File: config.mk
export PLATFORM = sky130hd
export DESIGN_NAME = rx_deserializer
export DESIGN_NICKNAME = d
export VERILOG_FILES = /design/src/rtl/link_pkg.sv /design/src/rtl/rx_shifter.sv /design/src/rtl/rx_deserializer.sv
export SDC_FILE = /design/constraint.sdc
export NUM_CORES = 1
export LEC_CHECK = 0
export ABC_AREA = 1
export CORE_ASPECT_RATIO = 0.7
export CORE_MARGIN = 2
export CORE_UTILIZATION = 45
export CTS_CLUSTER_SIZE = 20
export DETAILED_ROUTE_END_ITERATION = 8
export GPL_ROUTABILITY_DRIVEN = 1
export HOLD_SLACK_MARGIN = 0.15
export PLACE_DENSITY_LB_ADDON = 0.05
export RECOVER_POWER = 25
export SYNTH_ARGS = -nofsm -noshare
export SYNTH_HDL_FRONTEND = slang
export SYNTH_SLANG_ARGS = --single-unit
File: constraint.sdc
create_clock -name Clk_S -period 1.5 [get_ports Clk_S]
set_clock_uncertainty 0.1 [all_clocks]
set_input_delay 0.3 -clock Clk_S [delete_from_list [all_inputs] [get_ports Clk_S]]
set_output_delay 0.3 -clock Clk_S [all_outputs]
set_load 0.02 [all_outputs]
File: src/rtl/link_pkg.sv
// Shared frame constants and receiver FSM encoding for the inter-router link.
package link_pkg;

    localparam int unsigned LINK_DATA_W = 55;
    localparam logic        START_BIT   = 1'b1;

    typedef enum logic [1:0] {
        IDLE   = 2'd0,
        SHIFT  = 2'd1,
        PARITY = 2'd2,
        DONE   = 2'd3
    } rx_state_e;

endpackage : link_pkg

File: src/rtl/rx_shifter.sv
// Payload shift register, bit counter and running parity of the bits shifted in.
module rx_shifter
    import link_pkg::*;
#(
    parameter int unsigned DATA_W = LINK_DATA_W,
    parameter int unsigned CNT_W  = 6
) (
    input  logic              clk,
    input  logic              rst_n,
    input  logic              s_in,
    input  logic              clr,
    input  logic              shift_en,
    input  logic              par_en,
    output logic              last_bit,
    output logic              par_ok,
    output logic [DATA_W-1:0] data
);

    logic [DATA_W-1:0] shreg_q, shreg_d;
    logic [CNT_W-1:0]  cnt_q, cnt_d;
    logic              par_q, par_d;

    // Next value of shift register, counter and parity accumulator
    always_comb begin
        shreg_d = shreg_q;
        cnt_d   = cnt_q;
        par_d   = par_q;
        if (clr) begin
            cnt_d = '0;
            par_d = 1'b0;
        end else if (shift_en) begin
            shreg_d = {shreg_q[DATA_W-2:0], s_in};
            cnt_d   = cnt_q + CNT_W'(1);
            par_d   = par_q ^ s_in;
        end else if (par_en) begin
            par_d = par_q ^ s_in;
        end
    end

    // Shifter state registers
    always_ff @(posedge clk or negedge rst_n) begin
        if (!rst_n) begin
            shreg_q <= '0;
            cnt_q   <= '0;
            par_q   <= 1'b0;
        end else begin
            shreg_q <= shreg_d;
            cnt_q   <= cnt_d;
            par_q   <= par_d;
        end
    end

    // Even parity over data plus parity bit leaves the accumulator at zero
    assign last_bit = (cnt_q == CNT_W'(DATA_W - 1));
    assign par_ok   = ~par_q;
    assign data     = shreg_q;

endmodule : rx_shifter

File: src/rtl/rx_deserializer.sv
// Serial link receiver: start-bit detect, MSB-first deserialize, one-deep holding
// register with valid/ack handshake. Define RX_PARITY_EN for a trailing even-parity bit.
module rx_deserializer
    import link_pkg::*;
#(
    parameter int unsigned DATA_W = LINK_DATA_W,
    parameter int unsigned CNT_W  = 6
) (
    input  logic              Clk_S,
    input  logic              Rst_n,
    input  logic              S_Data,
    output logic [DATA_W-1:0] RX_Data,
    output logic              RX_Data_Valid,
    input  logic              RX_Ack,
    output logic              RX_Overrun,
    output logic              RX_Parity_Err
);

    rx_state_e         state_q, state_d;
    logic              s_data_q, s_data_d;
    logic [DATA_W-1:0] rx_data_q, rx_data_d;
    logic              rx_valid_q, rx_valid_d;
    logic              overrun_q, overrun_d;
    logic              par_err_q, par_err_d;
    logic              clr, shift_en, par_en;
    logic              last_bit, par_ok;
    logic [DATA_W-1:0] shreg;
    logic              ack_take, commit, frame_ok;

    rx_shifter #(
        .DATA_W (DATA_W),
        .CNT_W  (CNT_W)
    ) u_shifter (
        .clk      (Clk_S),
        .rst_n    (Rst_n),
        .s_in     (s_data_q),
        .clr      (clr),
        .shift_en (shift_en),
        .par_en   (par_en),
        .last_bit (last_bit),
        .par_ok   (par_ok),
        .data     (shreg)
    );

    // FSM state register
    always_ff @(posedge Clk_S or negedge Rst_n) begin
        if (!Rst_n) state_q <= IDLE;
        else        state_q <= state_d;
    end

    // FSM next-state logic, driven by the registered line sample
    always_comb begin
        state_d = state_q;
        case (state_q)
            IDLE:   if (s_data_q == START_BIT) state_d = SHIFT;
`ifdef RX_PARITY_EN
            SHIFT:  if (last_bit) state_d = PARITY;
            PARITY: state_d = DONE;
`else
            SHIFT:  if (last_bit) state_d = DONE;
`endif
            DONE:   state_d = IDLE;
            default: state_d = IDLE;
        endcase
    end

    // Shifter controls, commit decision and handshake
    always_comb begin
        s_data_d   = S_Data;
        clr        = 1'b0;
        shift_en   = 1'b0;
        par_en     = 1'b0;
        commit     = 1'b0;
        rx_data_d  = rx_data_q;
        rx_valid_d = rx_valid_q;
        overrun_d  = 1'b0;
        par_err_d  = 1'b0;
        ack_take   = rx_valid_q & RX_Ack;
`ifdef RX_PARITY_EN
        frame_ok   = par_ok;
`else
        frame_ok   = 1'b1;
`endif
        case (state_q)
            IDLE:   clr = (s_data_q == START_BIT);
            SHIFT:  shift_en = 1'b1;
`ifdef RX_PARITY_EN
            PARITY: par_en = 1'b1;
`endif
            DONE: begin
                if (!frame_ok) begin
                    par_err_d = 1'b1;
                end else if (!rx_valid_q || ack_take) begin
                    rx_data_d  = shreg;
                    rx_valid_d = 1'b1;
                    commit     = 1'b1;
                end else begin
                    overrun_d = 1'b1;
                end
            end
            default: ;
        endcase
        if (ack_take && !commit) rx_valid_d = 1'b0;
    end

    // Line sample and output registers
    always_ff @(posedge Clk_S or negedge Rst_n) begin
        if (!Rst_n) begin
            s_data_q   <= 1'b0;
            rx_data_q  <= '0;
            rx_valid_q <= 1'b0;
            overrun_q  <= 1'b0;
            par_err_q  <= 1'b0;
        end else begin
            s_data_q   <= s_data_d;
            rx_data_q  <= rx_data_d;
            rx_valid_q <= rx_valid_d;
            overrun_q  <= overrun_d;
            par_err_q  <= par_err_d;
        end
    end

    assign RX_Data       = rx_data_q;
    assign RX_Data_Valid = rx_valid_q;
    assign RX_Overrun    = overrun_q;

`ifdef RX_PARITY_EN
    assign RX_Parity_Err = par_err_q;
`else
    // No parity bit on the line: the accumulator and error flop go unused
    logic unused_par;
    assign unused_par    = par_ok ^ par_err_q;
    assign RX_Parity_Err = 1'b0;
`endif

endmodule : rx_deserializer

==> flow_metrics.py <==
metrics = {
    "status": {
        "status": "finished, final reports clean",
    },
    "sta": {
        "slew_violations": 0,
        "finalHoldViolCount": 0,
        "rsz0062_at_grt": "false",
        "final.setup.tns_ns": 0,
        "hold_ws_ns": 0.3195,
        "worst_slew_pin_slew_ns": 0.5501,
        "fmaxAchievable_ghz": 0.6818,
        "relSlewSlack_pct": 63.32,
        "finalSetupViolCount": 0,
        "period_needed_ns": 1.467,
        "period_share_pct": 97.78,
        "setup_slack_ns": 0.03331,
    },
    "worst_setup_path": {
        "cp-start-kind": "register",
        "critPathBufInv": 1,
        "crit_slowest_cell": "dfrtp_1",
        "critPathKind": "register to primary output",
        "worstPathArrival_ns": 1.07,
        "endpoint_kind": "primary output",
        "critPathTopFamily": "flip-flops",
        "worstPathMaxFanout": 2,
        "critPathMaxStageDelay_ns": 0.38,
        "cp.required_ns": 1.10,
        "crit_chain": "clkdlybuf4s15_1",
    },
    "cts": {
        "path_clk_slew_ns": 0.05,
        "clockRootBuffer": "clkbuf_16",
        "htree_num_levels": 4,
        "clock_sinks": 121,
        "cts_buffer_depth": 2,
        "cts_buffers": 17,
        "clkLatencyLatePin_ns": 0.40,
        "cts_setup_buffers": 0,
        "cts_tree": "built",
    },
    "layout": {
        "drive_gt1_share_pct": 21.59,
        "post-route-util_pct": 57.39,
        "syn_to_final_growth_pct": 23.65,
        "fillers": 897,
        "diodes": 0,
        "nets": 537,
        "multi_input_comb_area_mm2": 0.001344,
        "seqCellArea_mm2": 0.003028,
        "final_cell_area_mm2": 0.005966,
        "fin_cells": 674,
    },
    "power_and_ir_drop": {
        "p_leak_nw": 2.819,
        "peakVddDrop_v": 0.0008800,
        "powerDensity_mw_per_mm2": 1814,
        "power.total_mw": 10.82,
    },
    "logic_synthesis": {
        "mappedNetlistArea_mm2": 0.004825,
        "synth_mux_area_share_pct": 0,
        "yosys-top-cells-area": "dfrtp_1, nand2_1, o21ai_2, inv_1, o21ai_1",
        "synth_top_family_by_area": "compound AO/OA/AOI/OAI gates",
        "ys_types": 23,
        "ys_seq_area_share_pct": 62.76,
        "ys_top_cells_by_count": "nand2_1, dfrtp_1, inv_1",
        "synthSimpleGateAreaFrac_pct": 11.54,
        "synth_adder_area_share_pct": 0.5187,
        "ys_warn_count": 0,
        "syn_nets": 472,
        "syn-mean-instance-area_um2": 10.35,
        "synth_seq_cells": 121,
        "synthFlopType": "dfrtp_1",
        "synth_compound_area_share_pct": 15.56,
        "synth_xor_area_share_pct": 0,
        "synth_cells": 466,
        "synth_top_area_share_pct": 62.76,
        "synth_most_common_cell": "nand2_1",
        "synth_edf_count": 0,
        "async_flop_share_pct": 100.0,
        "synth_top_area_cell": "dfrtp_1",
    },
    "floorplanning": {
        "die_y_um": 90.63,
        "fp.dieArea_mm2": 0.01158,
        "core_area_mm2": 0.01040,
        "dieWidth_um": 127.8,
        "boundaryPins": 62,
        "rows": 31,
        "initial_utilization_pct": 46.41,
    },
    "global_route": {
        "grt_usage_pct": 16.06,
        "grt_pass1_wl_um": 14590,
        "antenna_found_initial": 0,
        "grt_pass1_vias": 3023,
        "grt_overflow_total": 0,
        "grt_start_max_net_pins": 57,
    },
    "detailed_routing": {
        "vias": 3115,
        "wl_per_cell_um": 12.46,
        "drtPass1Iterations": 4,
        "viasPerCell": 4.622,
        "drtIter0Drc": 265,
        "wirelength_um": 8397,
        "postRouteAntennaNets": 0,
        "drc_errors": 0,
    },
    "place": {
        "dp_slack_ns": -0.1533,
        "dpl.hpwl_um": 5483,
        "io_buffer_count": 60,
        "post-place-cells": 643,
        "place_area_mm2": 0.005557,
        "gp_congestion": 0.7327,
    },
    "run": {
        "maxCapViolCount": 0,
    },
    "min_path": {
        "worstHoldPathType": "primary input to async pin",
    },
}
## cell usage in the layout, fill, tap and decap left out, types with 2 or more instances in the layout
cell,netlist,layout
nand2_1,122,122
dfrtp_1,121,121
inv_1,60,60
o21ai_2,45,45
o21ai_1,41,41
clkbuf_2,0,29
o21ai_0,27,27
clkdlybuf4s15_1,0,26
clkbuf_16,0,17
nor2_1,7,7
buf_12,0,7
clkbuf_1,6,6
clkbuf_8,0,5
nand3_1,4,4
clkdlybuf4s15_2,0,3
clkinv_2,1,2
nand4_1,2,2
a21oi_1,2,2
ha_1,2,2
dlygate4sd3_1,0,2
## layer usage
metal	up-vias	track usage [%]	share of wire (%)
li1	1605	-	-
met1	1452	22.63	51
met2	50	23.17	44
met3	8	4.917	3.8
met4	0	6.593	1.0
met5	-	0	0
## cell type report
type	count	area share, %
sequential	121	50.75
multi-input combinational	258	22.53
timing repair buffer	71	10.78
clock buffer	28	8.662
inverter	62	3.922
tap	132	2.768
clock inverter	2	0.5872
## path summary, 6_finish.rpt
path | start | endpoint | slack [ns] | depth (start not counted)
max | RX_Data[8] | RX_Data[8] | 0.03 | 1
min | Rst_n | RX_Data[51] | 0.32 | 2
max reg2reg | state_q[1] | u_shifter.data[21] | 0.13 | 5
min reg2reg | RX_Data[22] | RX_Data[22] | 0.37 | 2
max in group asynchronous | Rst_n | RX_Data[22] | 0.18 | 3
min in group Clk_S | RX_Data[22] | RX_Data[22] | 0.37 | 2
## power by group
part	total (mW)	internal, mW	switching (mW)
Combinational	2.57	0.912	1.66
Clock	3.76	2.48	1.28
Sequential	4.48	4.04	0.440
## what timing repair did
action / CTS / global route
gates resized for setup: 112 / 33
endpoints found under the hold margin: 121 / 0
setup endpoints to repair: 57 / 32
hold buffers: 1 / 0
## logic make-up (layout without fill, tap and decap cells)
| family | after synthesis | after routing |
|---|---|---|
| compound gates | 116 | 116 |
| fa+ha+maj | 2 | 2 |
| buf+inv | 87 | 163 |
| flops | 121 | 121 |
| other cells | 1 | 1 |
| simple gates | 139 | 139 |
## state kept, by name (all words and copies together), names as in the netlist
register / flops
u_shifter.cnt_q: 6
RX_Data: 55
RX_Overrun: 1
RX_Data_Valid: 1
state_q: 2
s_data_q: 1
u_shifter.data: 55
(Power assumes the default switching activity.)
==> variant 1: new RTL, same flow settings <==
`shreg_q` no longer has a reset.
--- a/src/rtl/rx_shifter.sv
+++ b/src/rtl/rx_shifter.sv
@@ -42,3 +42,2 @@
         if (!rst_n) begin
-            shreg_q <= '0;
             cnt_q   <= '0;
@@ -46,3 +45,2 @@
         end else begin
-            shreg_q <= shreg_d;
             cnt_q   <= cnt_d;
@@ -50,2 +48,6 @@
         end
+    end
+
+    always_ff @(posedge clk) begin
+        shreg_q <= shreg_d;
     end
Behaviour: same outputs for any inputs over 10 cycles, from zero or initial values and one cycle with Rst_n low; that may be too few to reach the edited logic, so the function may still have changed.
==> variant 1 against the unedited design <==
  * Wire length shrank 10%
  * Non-clock buffer count decreased by 1
  * Final area is 3.5% lower
  * Worst setup slack improved by 1.2 ps
  * Area after synthesis is 6.1% lower
  * Count of clock-buffer cells in the layout fell by 7
  * Total power increased by 14%
  * Combinational power grew 5%
  * Sequential cell count unchanged
  * Critical path type unchanged
==> variant 1: results (changes against the unedited design) <==
| Metric | Value |
|---|---|
| Total GRT Usage | `15.5% (-0.59 points)` |
| GPL Wtd Cong | `0.670 (-8.6%)` |
| Clock-net power | `3.88 mW (+3%)` |
| First DRT Iteration DRCs | `177 (-33%)` |
| Vias in the first global route | `2515 (-17%)` |
| FFs & Latches | `121 (unchanged)` |
| Leak Pwr | `2.77 nW (-1.7%)` |
| Signal buffers share of area | `10.7% (-0.092 points)` |
| Asr flop ratio synth | `54.5% (-45 points)` |
| Slew headroom | `47.7% (-16 points)` |
| Layout clock area frac | `9.91% (+0.66 points)` |
| Global-route wire length before repair | `12.4 mm (-15%)` |
| Count of multi-input gates | `151 (-41%)` |
| Multi-input combinational cell area | `862 um2 (-36%)` |
| Critical path's largest stage delay | `400 ps (+20 ps)` |
| NetSw | `3.76 mW (+11%)` |
| Ratio of cells with drive above 1 in the final layout | `27.6% (+6.0 points)` |
| Status | `complete, no violations` |
| Dpl cells | `534 (-17%)` |
| Detailed-placement wirelength estimate | `4.65 mm (-15%)` |
| GR Util met3 | `4.36% (-0.56 points)` |
| Inverter count | `65 (+4.8%)` |
| Repair and plain buffers | `70 (-1.4%)` |
| Seq pwr share | `46.5% (+5.0 points)` |
| Post-Synthesis Cells | `350 (-25%)` |
| Seq area share | `57.4% (+6.6 points)` |
| Hold Crit Class | `flop to flop` |
variant 1: cell types whose count changed after synthesis, moves of 5 or more:
cell / before / now
nand2_1: 122 / 72
inv_1: 60 / 65
o21ai_0: 27 / 14
dfrtp_1: 121 / 66
clkbuf_1: 6 / 1
buf_6: 17 / 11
o21ai_1: 41 / 0
edfxtp_1: 0 / 55
variant 1: routing by layer:
layer	part of all wire [%]	up-vias
met5	0	-
met4	1.7	0
met3	5.5	12
met2	42	73
met1	50	1214
li1	-	1272
variant 1: what timing repair did:
item,CTS,global route
resized for setup,120,28
hold endpoints to repair,66,0
hold buffers,1,0
endpoints found under the setup margin,57,28
gates cloned,0,0
variant 1: through the flow:
stage	hold slack [ps]	total power, mW	instance area, um2
after floorplan	-95.6	7.35	4540
after global placement	162	8.77	5300
after detailed placement	155	8.82	5300
after CTS	233	12.6	5890
after global routing	347	13.0	5760
final	338	12.3	5760
variant 1: final timing paths:
path,from,to,slack [ps],depth (start not counted)
hold reg to reg,u_shifter.data[52],u_shifter.data[53],340,0
max in group asynchronous,Rst_n,RX_Data[26],220,3
setup reg to reg,state_q[1],u_shifter.data[7],90,4
hold / removal,u_shifter.data[52],u_shifter.data[53],340,0
setup / recovery,RX_Data[34],RX_Data[34],30,1
min in group asynchronous,Rst_n,RX_Data[47],410,2
variant 1: cells by family after synthesis:
logic type               count (synthesis)  synth area share, %
AO/OA/AOI/OAI                           60                 10.4
adder cells (fa/ha/maj)                  2                0.552
buffers and inverters                   78                 8.37
flip-flops                             121                 72.9
other                                    1               0.0827
AND/OR/NAND/NOR                         88                 7.76
==> variant 2: new RTL, same settings <==
Without the edit above. `LINK_DATA_W`: 55 -> 51.
--- a/src/rtl/link_pkg.sv
+++ b/src/rtl/link_pkg.sv
@@ -3,3 +3,3 @@
 
-    localparam int unsigned LINK_DATA_W = 55;
+    localparam int unsigned LINK_DATA_W = 51;
     localparam logic        START_BIT   = 1'b1;
Interface: changed (resized RX_Data); port bits go from 62 to 58. No check against the original RTL was run, so the function may have changed too.
==> variant 2 against the unedited design <==
  * Hold slack got worse by 42 ps
  * Worst setup slack is essentially flat
  * Clock power grew 3%
  * Wire length is 3.3% lower
  * Final area is 6.4% lower
  * Sequential cell count down 8
  * Area after synthesis down 7.9%
  * Total power is 1.4% lower
  * Synthesized cell count fell by 7.1%
  * Critical path type unchanged
  * Largest cell class unchanged
  * Highest routed layer unchanged
==> variant 2: results (changes against the unedited design) <==
| Metric | Value |
|---|---|
| Pint | `7.34 mW (-1.3%)` |
| Synth cell types | `25 (+8.7%)` |
| Status | `complete, no violations` |
| Ratio of cells with drive above 1 in the final layout | `22.4% (+0.77 points)` |
| R2R Path End | `u_shifter.data[33]` |
| Clk Latency, worst-skew pair | `400 ps (about the same)` |
| Vias in the first global route | `2843 (-6.0%)` |
| Asr flop ratio synth | `100% (unchanged)` |
| Hold Crit Class | `input port to asynchronous set/reset pin` |
| Combinational family with the most area after synthesis | `compound AO/OA/AOI/OAI gates` |
| Synth cell count leaders | `dfrtp_1, nand2_1, inv_1, o21ai_0, o21ai_2` |
| Dpl cells | `605 (-5.9%)` |
| Layout Nets | `503 (-6.3%)` |
| Global-route wire length before repair | `13.8 mm (-5.6%)` |
| Buffers on Ports | `56 (-6.7%)` |
| Root buffer cell | `clkbuf_16` |
| # diodes | `0 (unchanged)` |
| Clk slew on worst S/H paths | `50 ps (about the same)` |
| DP Area | `0.00516 mm2 (-7.1%)` |
| GPL Wtd Cong | `0.719 (-1.9%)` |
| Synth Area in Adders | `0.563% (+0.044 points)` |
| Reg2reg setup slack | `110 ps (-20 ps)` |
| Drt wl/cell | `12.7 um (+2.2%)` |
| Top cells by area, synth | `dfrtp_1, nand2_1, o21ai_2, o21ai_0, inv_1` |
| Critical path's largest stage delay | `380 ps (about the same)` |
| Critical Path Fanout Max | `2 (unchanged)` |
| Slowest cell on crit path | `dfrtp_1` |
| Largest net degree at the start of global routing | `56 (-1.8%)` |
| Clock buffer count from CTS | `17 (unchanged)` |
| Path depth of the worst reg2reg path | `5 (unchanged)` |
| Delay-heaviest family, CP | `flip-flops` |
| Initial antenna violation count | `0 (unchanged)` |
| H-tree depth | `4 (unchanged)` |
| Pre-CTS WS | `-154 ps (-0.727 ps)` |
| Post-Syn Nets | `439 (-7.0%)` |
| Fillers | `853 (-4.9%)` |
| Leak Pwr | `2.65 nW (-6.1%)` |
| 1st-pass router iterations | `4 (unchanged)` |
| Vias per Instance | `4.66 (+0.89%)` |
| P&R area growth vs syn | `25.6%` |
| Routed vias | `2975 (-4.5%)` |
| Clk buf depth | `2 (unchanged)` |
| CP arrival | `1070 ps (about the same)` |
| Post-Synthesis Cells | `433 (-7.1%)` |
| Reg-to-Reg Start | `state_q[1]` |
| Detailed-placement wirelength estimate | `5.16 mm (-5.9%)` |
| Post-synthesis mux area share | `0% (unchanged)` |
| First DRT Iteration DRCs | `200 (-25%)` |
| Xor/xnor share of the synthesized area | `0.197% (+0.20 points)` |
| Compound-cell area share of the yosys netlist | `15.0% (-0.55 points)` |
| Launch point of the worst path | `RX_Data[13]` |
| Worst VDD drop | `1.04 mV (+18%)` |
| Synth warn | `0 (unchanged)` |
| Total GRT Usage | `17.0% (+0.96 points)` |
| PnR worst setup slack | `33.0 ps (-0.356 ps)` |
| Post-synthesis sequential area ratio | `63.6% (+0.87 points)` |
-- variant 2: power groups by stage --
stage / logic (mW) / clock network [mW] / registers, mW
2_1_floorplan: 1.54 / 0 / 4.54
3_3_place_gp: 2.53 / 0 / 4.37
3_5_place_dp: 2.57 / 0 / 4.40
4_1_cts: 2.52 / 3.97 / 4.38
5_1_grt: 2.75 / 4.12 / 4.47
6_report: 2.41 / 3.89 / 4.37
-- variant 2: area by class of cell --
cell class | count | area share (%)
clock buffers | 27 | 9.01
well taps | 128 | 2.87
multi-input cells | 239 | 21.8
repair buffers | 68 | 10.4
clock inverters | 5 | 1.34
flip-flops and latches | 113 | 50.7
inverters | 58 | 3.90
-- variant 2: worst max path at each step --
| stage | end | cells past startpoint |
|---|---|---|
| after floorplan | RX_Data[41] | 6 |
| after global placement | RX_Data[34] | 7 |
| after detailed placement | RX_Data[37] | 7 |
| after CTS | RX_Data[47] | 1 |
| after global routing | RX_Data[2] | 1 |
| final | RX_Data[13] | 1 |
-- variant 2: routing by layer --
| layer | GRT usage (%) | up-vias | wire length, um |
|---|---|---|---|
| li1 | - | 1499 | - |
| met1 | 23.0 | 1410 | 4040 |
| met2 | 25.0 | 59 | 3660 |
| met3 | 4.91 | 7 | 341 |
| met4 | 9.09 | 0 | 79 |
| met5 | 0 | - | 0 |
-- variant 2: timing repair --
action / CTS / global route
resized for setup: 112 / 34
setup buffers: 0 / 0
hold endpoints to repair: 113 / 0
setup endpoints to repair: 53 / 32
hold buffers: 1 / 0
-- variant 2: per-stage QoR --
step                      TNS (ps)  hold WS, ps
after floorplan                  0        -95.6
after global placement       -4630         96.7
after detailed placement     -5420          102
after CTS                        0          218
after global routing             0          313
final                            0          277
-- variant 2: cells by family (layout without fill, tap and decap cells) --
family | after synthesis | count (layout)
xor gates and xnor gates | 1 | 1
adders and majority gates | 2 | 2
other | 1 | 1
and+or+nand+nor | 127 | 127
DFF | 113 | 113
AOI/OAI and AO/OA | 108 | 108
buffers and inverters | 81 | 158
